### src/rtl/systolic_operand_feeder_pkg.sv
// Shared types and helpers for the systolic operand feeder.
// The skew index helper maps a stream time and lane to a buffer element.
package systolic_pkg;

  localparam int ARRAY_SIZE = 4;
  localparam int DW_IN      = 8;

  typedef enum logic [1:0] {LOAD, CLEAR, STREAM, DONE} feed_state_t;

  typedef struct packed {
    logic       vld;
    logic [7:0] idx;
  } skew_idx_t;

  // Element (t - lane) is live only while it falls inside the N-deep operand run.
  function automatic skew_idx_t skew_idx(input int t, input int lane, input int n);
    skew_idx_t r;
    int        d;
    d     = t - lane;
    r.vld = (d >= 0) && (d < n);
    r.idx = r.vld ? 8'(d) : 8'd0;
    return r;
  endfunction

endpackage

### src/rtl/systolic_operand_feeder_skew_lane_sel.sv
// One skewed operand lane: picks element (t - LANE) of its buffer slice or zero.
// One cycle latency from the feeder's next-state/next-t; no backpressure.
module skew_lane_sel
  import systolic_pkg::*;
#(
  parameter int N    = 4,
  parameter int DW   = 8,
  parameter int LANE = 0,
  parameter int TW   = 4
) (
  input  logic            clk,
  input  logic            rst,
  input  logic            en,
  input  logic [TW-1:0]   t,
  input  logic [N*DW-1:0] elems,
  output logic [DW-1:0]   lane_dat
);

  skew_idx_t     sel;
  logic [DW-1:0] pick;

  always_comb begin
    sel  = skew_idx(int'(t), LANE, N);
    pick = '0;
    for (int k = 0; k < N; k++) begin
      if (sel.vld && (sel.idx == 8'(k))) pick = elems[k*DW +: DW];
    end
  end

  always_ff @(posedge clk) begin
    if (rst) lane_dat <= '0;
    else     lane_dat <= en ? pick : '0;
  end

endmodule

### src/rtl/systolic_operand_feeder.sv
// Loads N rows of A and B, then streams them diagonally skewed into an NxN systolic array.
// Skew lanes are registered off next-state; in_ready is low for the whole job after the Nth beat.
module systolic_operand_feeder
  import systolic_pkg::*;
#(
  parameter int ARRAY_SIZE = systolic_pkg::ARRAY_SIZE,
  parameter int DW_IN      = systolic_pkg::DW_IN
) (
  input  logic                        clk,
  input  logic                        rst,
  input  logic                        in_valid,
  output logic                        in_ready,
  input  logic [ARRAY_SIZE*DW_IN-1:0] in_a_row,
  input  logic [ARRAY_SIZE*DW_IN-1:0] in_b_row,
  output logic [ARRAY_SIZE*DW_IN-1:0] a_skew,
  output logic [ARRAY_SIZE*DW_IN-1:0] b_skew,
  output logic                        array_clr,
  output logic                        busy,
  output logic                        done
);

  localparam int BW     = $clog2(ARRAY_SIZE);
  localparam int TW     = $clog2(3*ARRAY_SIZE-2);
  localparam int T_LAST = 3*ARRAY_SIZE-3;

  feed_state_t   state, state_nxt;
  logic [BW-1:0] beat_cnt, beat_nxt;
  logic [TW-1:0] t_cnt, t_nxt;

  logic [ARRAY_SIZE*DW_IN-1:0] a_buf [ARRAY_SIZE];
  logic [ARRAY_SIZE*DW_IN-1:0] b_buf [ARRAY_SIZE];
  logic [ARRAY_SIZE*DW_IN-1:0] b_col [ARRAY_SIZE];

  always_comb begin
    state_nxt = state;
    beat_nxt  = beat_cnt;
    t_nxt     = '0;
    case (state)
      LOAD: begin
        if (in_valid) begin
          if (beat_cnt == BW'(ARRAY_SIZE-1)) begin
            state_nxt = CLEAR;
            beat_nxt  = '0;
          end else begin
            beat_nxt = beat_cnt + 1'b1;
          end
        end
      end
      CLEAR:  state_nxt = STREAM;
      STREAM: begin
        if (t_cnt == TW'(T_LAST)) state_nxt = DONE;
        else                      t_nxt     = t_cnt + 1'b1;
      end
      DONE:    state_nxt = LOAD;
      default: state_nxt = LOAD;
    endcase
  end

  always_ff @(posedge clk) begin
    if (rst) begin
      state    <= LOAD;
      beat_cnt <= '0;
      t_cnt    <= '0;
    end else begin
      state    <= state_nxt;
      beat_cnt <= beat_nxt;
      t_cnt    <= t_nxt;
    end
  end

  // Operand buffers are only written by accepted beats; contents survive until the next job.
  always_ff @(posedge clk) begin
    if ((state == LOAD) && in_valid) begin
      a_buf[beat_cnt] <= in_a_row;
      b_buf[beat_cnt] <= in_b_row;
    end
  end

  assign in_ready  = (state == LOAD);
  assign busy      = (state != LOAD);
  assign array_clr = (state == CLEAR);
  assign done      = (state == DONE);

  for (genvar j = 0; j < ARRAY_SIZE; j++) begin : g_col
    for (genvar k = 0; k < ARRAY_SIZE; k++) begin : g_elem
      assign b_col[j][k*DW_IN +: DW_IN] = b_buf[k][j*DW_IN +: DW_IN];
    end
  end

  // Lanes are driven from next-state so their registered outputs line up with state/t.
  for (genvar i = 0; i < ARRAY_SIZE; i++) begin : g_lane
    skew_lane_sel #(.N(ARRAY_SIZE), .DW(DW_IN), .LANE(i), .TW(TW)) u_a_lane (
      .clk      (clk),
      .rst      (rst),
      .en       (state_nxt == STREAM),
      .t        (t_nxt),
      .elems    (a_buf[i]),
      .lane_dat (a_skew[i*DW_IN +: DW_IN])
    );
    skew_lane_sel #(.N(ARRAY_SIZE), .DW(DW_IN), .LANE(i), .TW(TW)) u_b_lane (
      .clk      (clk),
      .rst      (rst),
      .en       (state_nxt == STREAM),
      .t        (t_nxt),
      .elems    (b_col[i]),
      .lane_dat (b_skew[i*DW_IN +: DW_IN])
    );
  end

endmodule

### config.mk
export PLATFORM = sky130hd
export DESIGN_NAME = systolic_operand_feeder
export DESIGN_NICKNAME = d
export VERILOG_FILES = /design/src/rtl/systolic_operand_feeder_pkg.sv /design/src/rtl/systolic_operand_feeder_skew_lane_sel.sv /design/src/rtl/systolic_operand_feeder.sv
export SDC_FILE = /design/constraint.sdc
export NUM_CORES = 1
export LEC_CHECK = 0
export CAP_MARGIN = 20
export CORE_MARGIN = 4
export CORE_UTILIZATION = 34
export CTS_CLUSTER_DIAMETER = 80
export DETAILED_ROUTE_END_ITERATION = 6
export DONT_BUFFER_PORTS = 1
export SYNTH_ARGS = -nofsm -noshare
export SYNTH_HDL_FRONTEND = slang
export SYNTH_SLANG_ARGS = --single-unit
export TNS_END_PERCENT = 50
### constraint.sdc
create_clock -name clk -period 11 [get_ports clk]
set_input_delay 2.2 -clock clk [delete_from_list [all_inputs] [get_ports clk]]
set_output_delay 2.2 -clock clk [all_outputs]
set_load 0.01 [all_outputs]
==> results.yml <==
pwr:
  pwr_density_cell_nw_per_um2: 192
  leakagePower_nw: 4.36
  seq_power_share: 0.530
  p_int_w: 0.00211
  p_clk_frac: 0.453
  switching_share: 0.195
  peakVddDrop_mv: 0.104
  total_power_w: 0.00262
  combPwrFrac: 0.017
  switchingPower_w: 0.000510
finish:
  drive_above_1_share: 0.184
  area_growth_pct: 14.4
  num-fill-cells: 3123
  layout_commonest_cell: "edfxtp_1"
  n_antenna_cell: 0
  final_cell_mix: "edfxtp_1, dfxtp_1, nor2_1"
  layout.nets: 817
  finalInstanceArea_um2: 13700
timing:
  finalClockSkew_ns: 0.0153
  relSlewSlack: 0.301
  finalHoldViolations: 0
  tightest_slew_ns: 1.05
  setup_slack_ns: 6.89
  final_max_slew_viol_count: 0
  fin_crit_sh: 0.374
  period_needed_ns: 4.11
  rsz0062_at_grt: "no"
  fmax_ghz: 0.243
  setup_violations: 0
  tns_ns: 0
  holdWs_ns: 0.491
clock_network:
  htree_levels: 2
  cts-root-buf: "clkbuf_16"
  clockBufferDepth: 3
  tritoncts: "built"
  numCtsBuffers: 35
  cts.clk_slew.worst_paths_ns: 0.06
  clock_sinks: 328
  cts_resized: 0
  clk_latency_ns: 0.52
  post_cts_buffers: 0
  hold_buffers: 0
global_routing:
  grt_overflow: 0
  antenna_found_initial: 0
  grt_usage: 0.148
  grt_max_degree: 65
  grt_pass1_wl_mm: 42.7
  grt_pass1_vias: 6387
drt:
  drc: 0
  ant_nets: 0
  wire_per_inst_um: 23.9
  drt_iter0_drc: 548
  wl_met1_mm: 12.2
  routed_wl_mm: 29.1
  route.met3.wl_mm: 2.62
  drtPass1Iterations: 5
  viasPerCell: 5.15
  highest_layer: "met4"
  num_vias: 6266
  dr_wl_met2_mm: 14.0
die:
  coreArea_um2: 34600
  die_x_um: 195
  die_h_um: 195
  die_area_um2: 38200
  start_util: 0.345
  io-pin-count: 135
  rows: 68
place:
  post_dp_cell_area_um2: 12500
  hpwlAfterDp_mm: 18.0
  post-place-ws_ns: 6.69
  port_buffers: 0
  place_congestion: 0.817
setup_path:
  critPathLaunchType: "flop"
  required_ns: 11.43
  arrival_ns: 4.55
  endpoint_kind: "flop"
  crit_type: "flop to flop"
  cp_max_fo: 19
synthesis:
  synth_top_area_frac: 0.644
  synth_seq_cells: 328
  syn_area_um2: 11900
  synth-async-reset-ratio: 0
  netlist_instances: 716
  synth-warning-count: 0
  ys_types: 60
  synth_flop_cell: "edfxtp_1"
  avgSynthCellArea_um2: 16.7
  synth_largest_area_cell: "edfxtp_1"
  synth_fp_nets: 798
  yosys-top-cells-area: "edfxtp_1, dfxtp_1, mux2_2, a22oi_1, ha_1"
  synth-seq-area-share: 0.765
  synth_enable_flop_cells: 256
outcome:
  outcome: "completed"
flow_run:
  cap_violations: 0
worst_hold_path:
  min_path_type: "flop to flop"
-- sequential cells by signal, summed over array words and instances, names as in the netlist --
register,cells
g_lane.u_b_lane.lane_dat,32
b_buf,128
a_buf,128
g_lane.u_a_lane.lane_dat,32
t_cnt,4
beat_cnt,2
state,2
-- cell families (layout without fill, tap and decap cells) --
group                      after synthesis  in the layout  synth area share
DFF                                    328            328             0.765
muxes                                   31             31            0.0290
xor gates and xnor gates                 4              4           0.00294
adders and majority gates               15             15            0.0157
AOI/OAI and AO/OA                      173            173             0.121
buffers and inverters                   50             96            0.0198
and+or+nand+nor                        115            115            0.0463
-- area by class of cell --
| cell class | instances | area [um^2] | share of cell area |
|---|---|---|---|
| Sequential cell | 328 | 9130 | 0.668 |
| Timing Repair Buffer | 17 | 125 | 0.00916 |
| Clock buffer | 46 | 967 | 0.0708 |
| Inverter | 15 | 56.3 | 0.00412 |
| Clock inverter | 18 | 210 | 0.0154 |
| Multi-Input combinational cell | 338 | 2600 | 0.190 |
| Tap cell | 455 | 569 | 0.0417 |
-- power groups by stage --
stage                     clock [W]  combinational (W)  sequential, W
after floorplan                   0          0.0000301        0.00142
after global placement            0          0.0000446        0.00142
after detailed placement          0          0.0000452        0.00142
after CTS                   0.00121          0.0000452        0.00139
after global routing        0.00127          0.0000480        0.00139
final                       0.00119          0.0000435        0.00139
-- path summary, 6_finish.rpt --
| check | from | end | slack (ns) | depth (start not counted) |
|---|---|---|---|---|
| max | state[0] | g_lane[2].u_a_lane.lane_dat[2] | 6.89 | 11 |
| max reg2reg | state[0] | g_lane[2].u_a_lane.lane_dat[2] | 6.89 | 11 |
| min | b_buf[2][23] | g_lane[2].u_b_lane.lane_dat[7] | 0.49 | 2 |
| min reg2reg | b_buf[2][23] | g_lane[2].u_b_lane.lane_dat[7] | 0.49 | 2 |
-- stage by stage --
step                std cells   util
floorplan                 716      -
CTS                      1216  0.394
detailed placement       1152  0.360
finish                   1217  0.394
global placement         1152  0.360
global route             1217  0.394
-- worst max-delay path, stage by stage (launching register included) --
cell	delay, ns
dfxtp_1	0.34
inv_1	0.09
ha_1	0.64
nand2_1	0.15
nor2_1	0.28
clkinv_1	0.29
ha_1	0.40
a31o_2	0.26
a211o_1	0.30
a211oi_4	0.83
a222oi_1	0.26
nor2_1	0.19
-- metal layers --
layer | up-vias | global-route usage
met3 | 23 | 0.0564
met5 | - | 0
li1 | 2889 | -
met2 | 192 | 0.241
met1 | 3162 | 0.191
met4 | 0 | 0.0321
-- synth_stat cells (6+ instances only) --
master / instances
clkbuf_1: 18
a32oi_1: 18
inv_1: 13
nor2b_1: 6
nand3_1: 6
o221a_2: 14
a222oi_1: 15
edfxtp_1: 256
o22ai_1: 6
mux2_2: 29
o22ai_2: 10
dfxtp_1: 72
nand2_1: 31
nor2_1: 45
ha_1: 15
a22oi_1: 30
a21oi_1: 34
buf_2: 9
a22o_1: 15
Power figures use the tool's default switching activity.
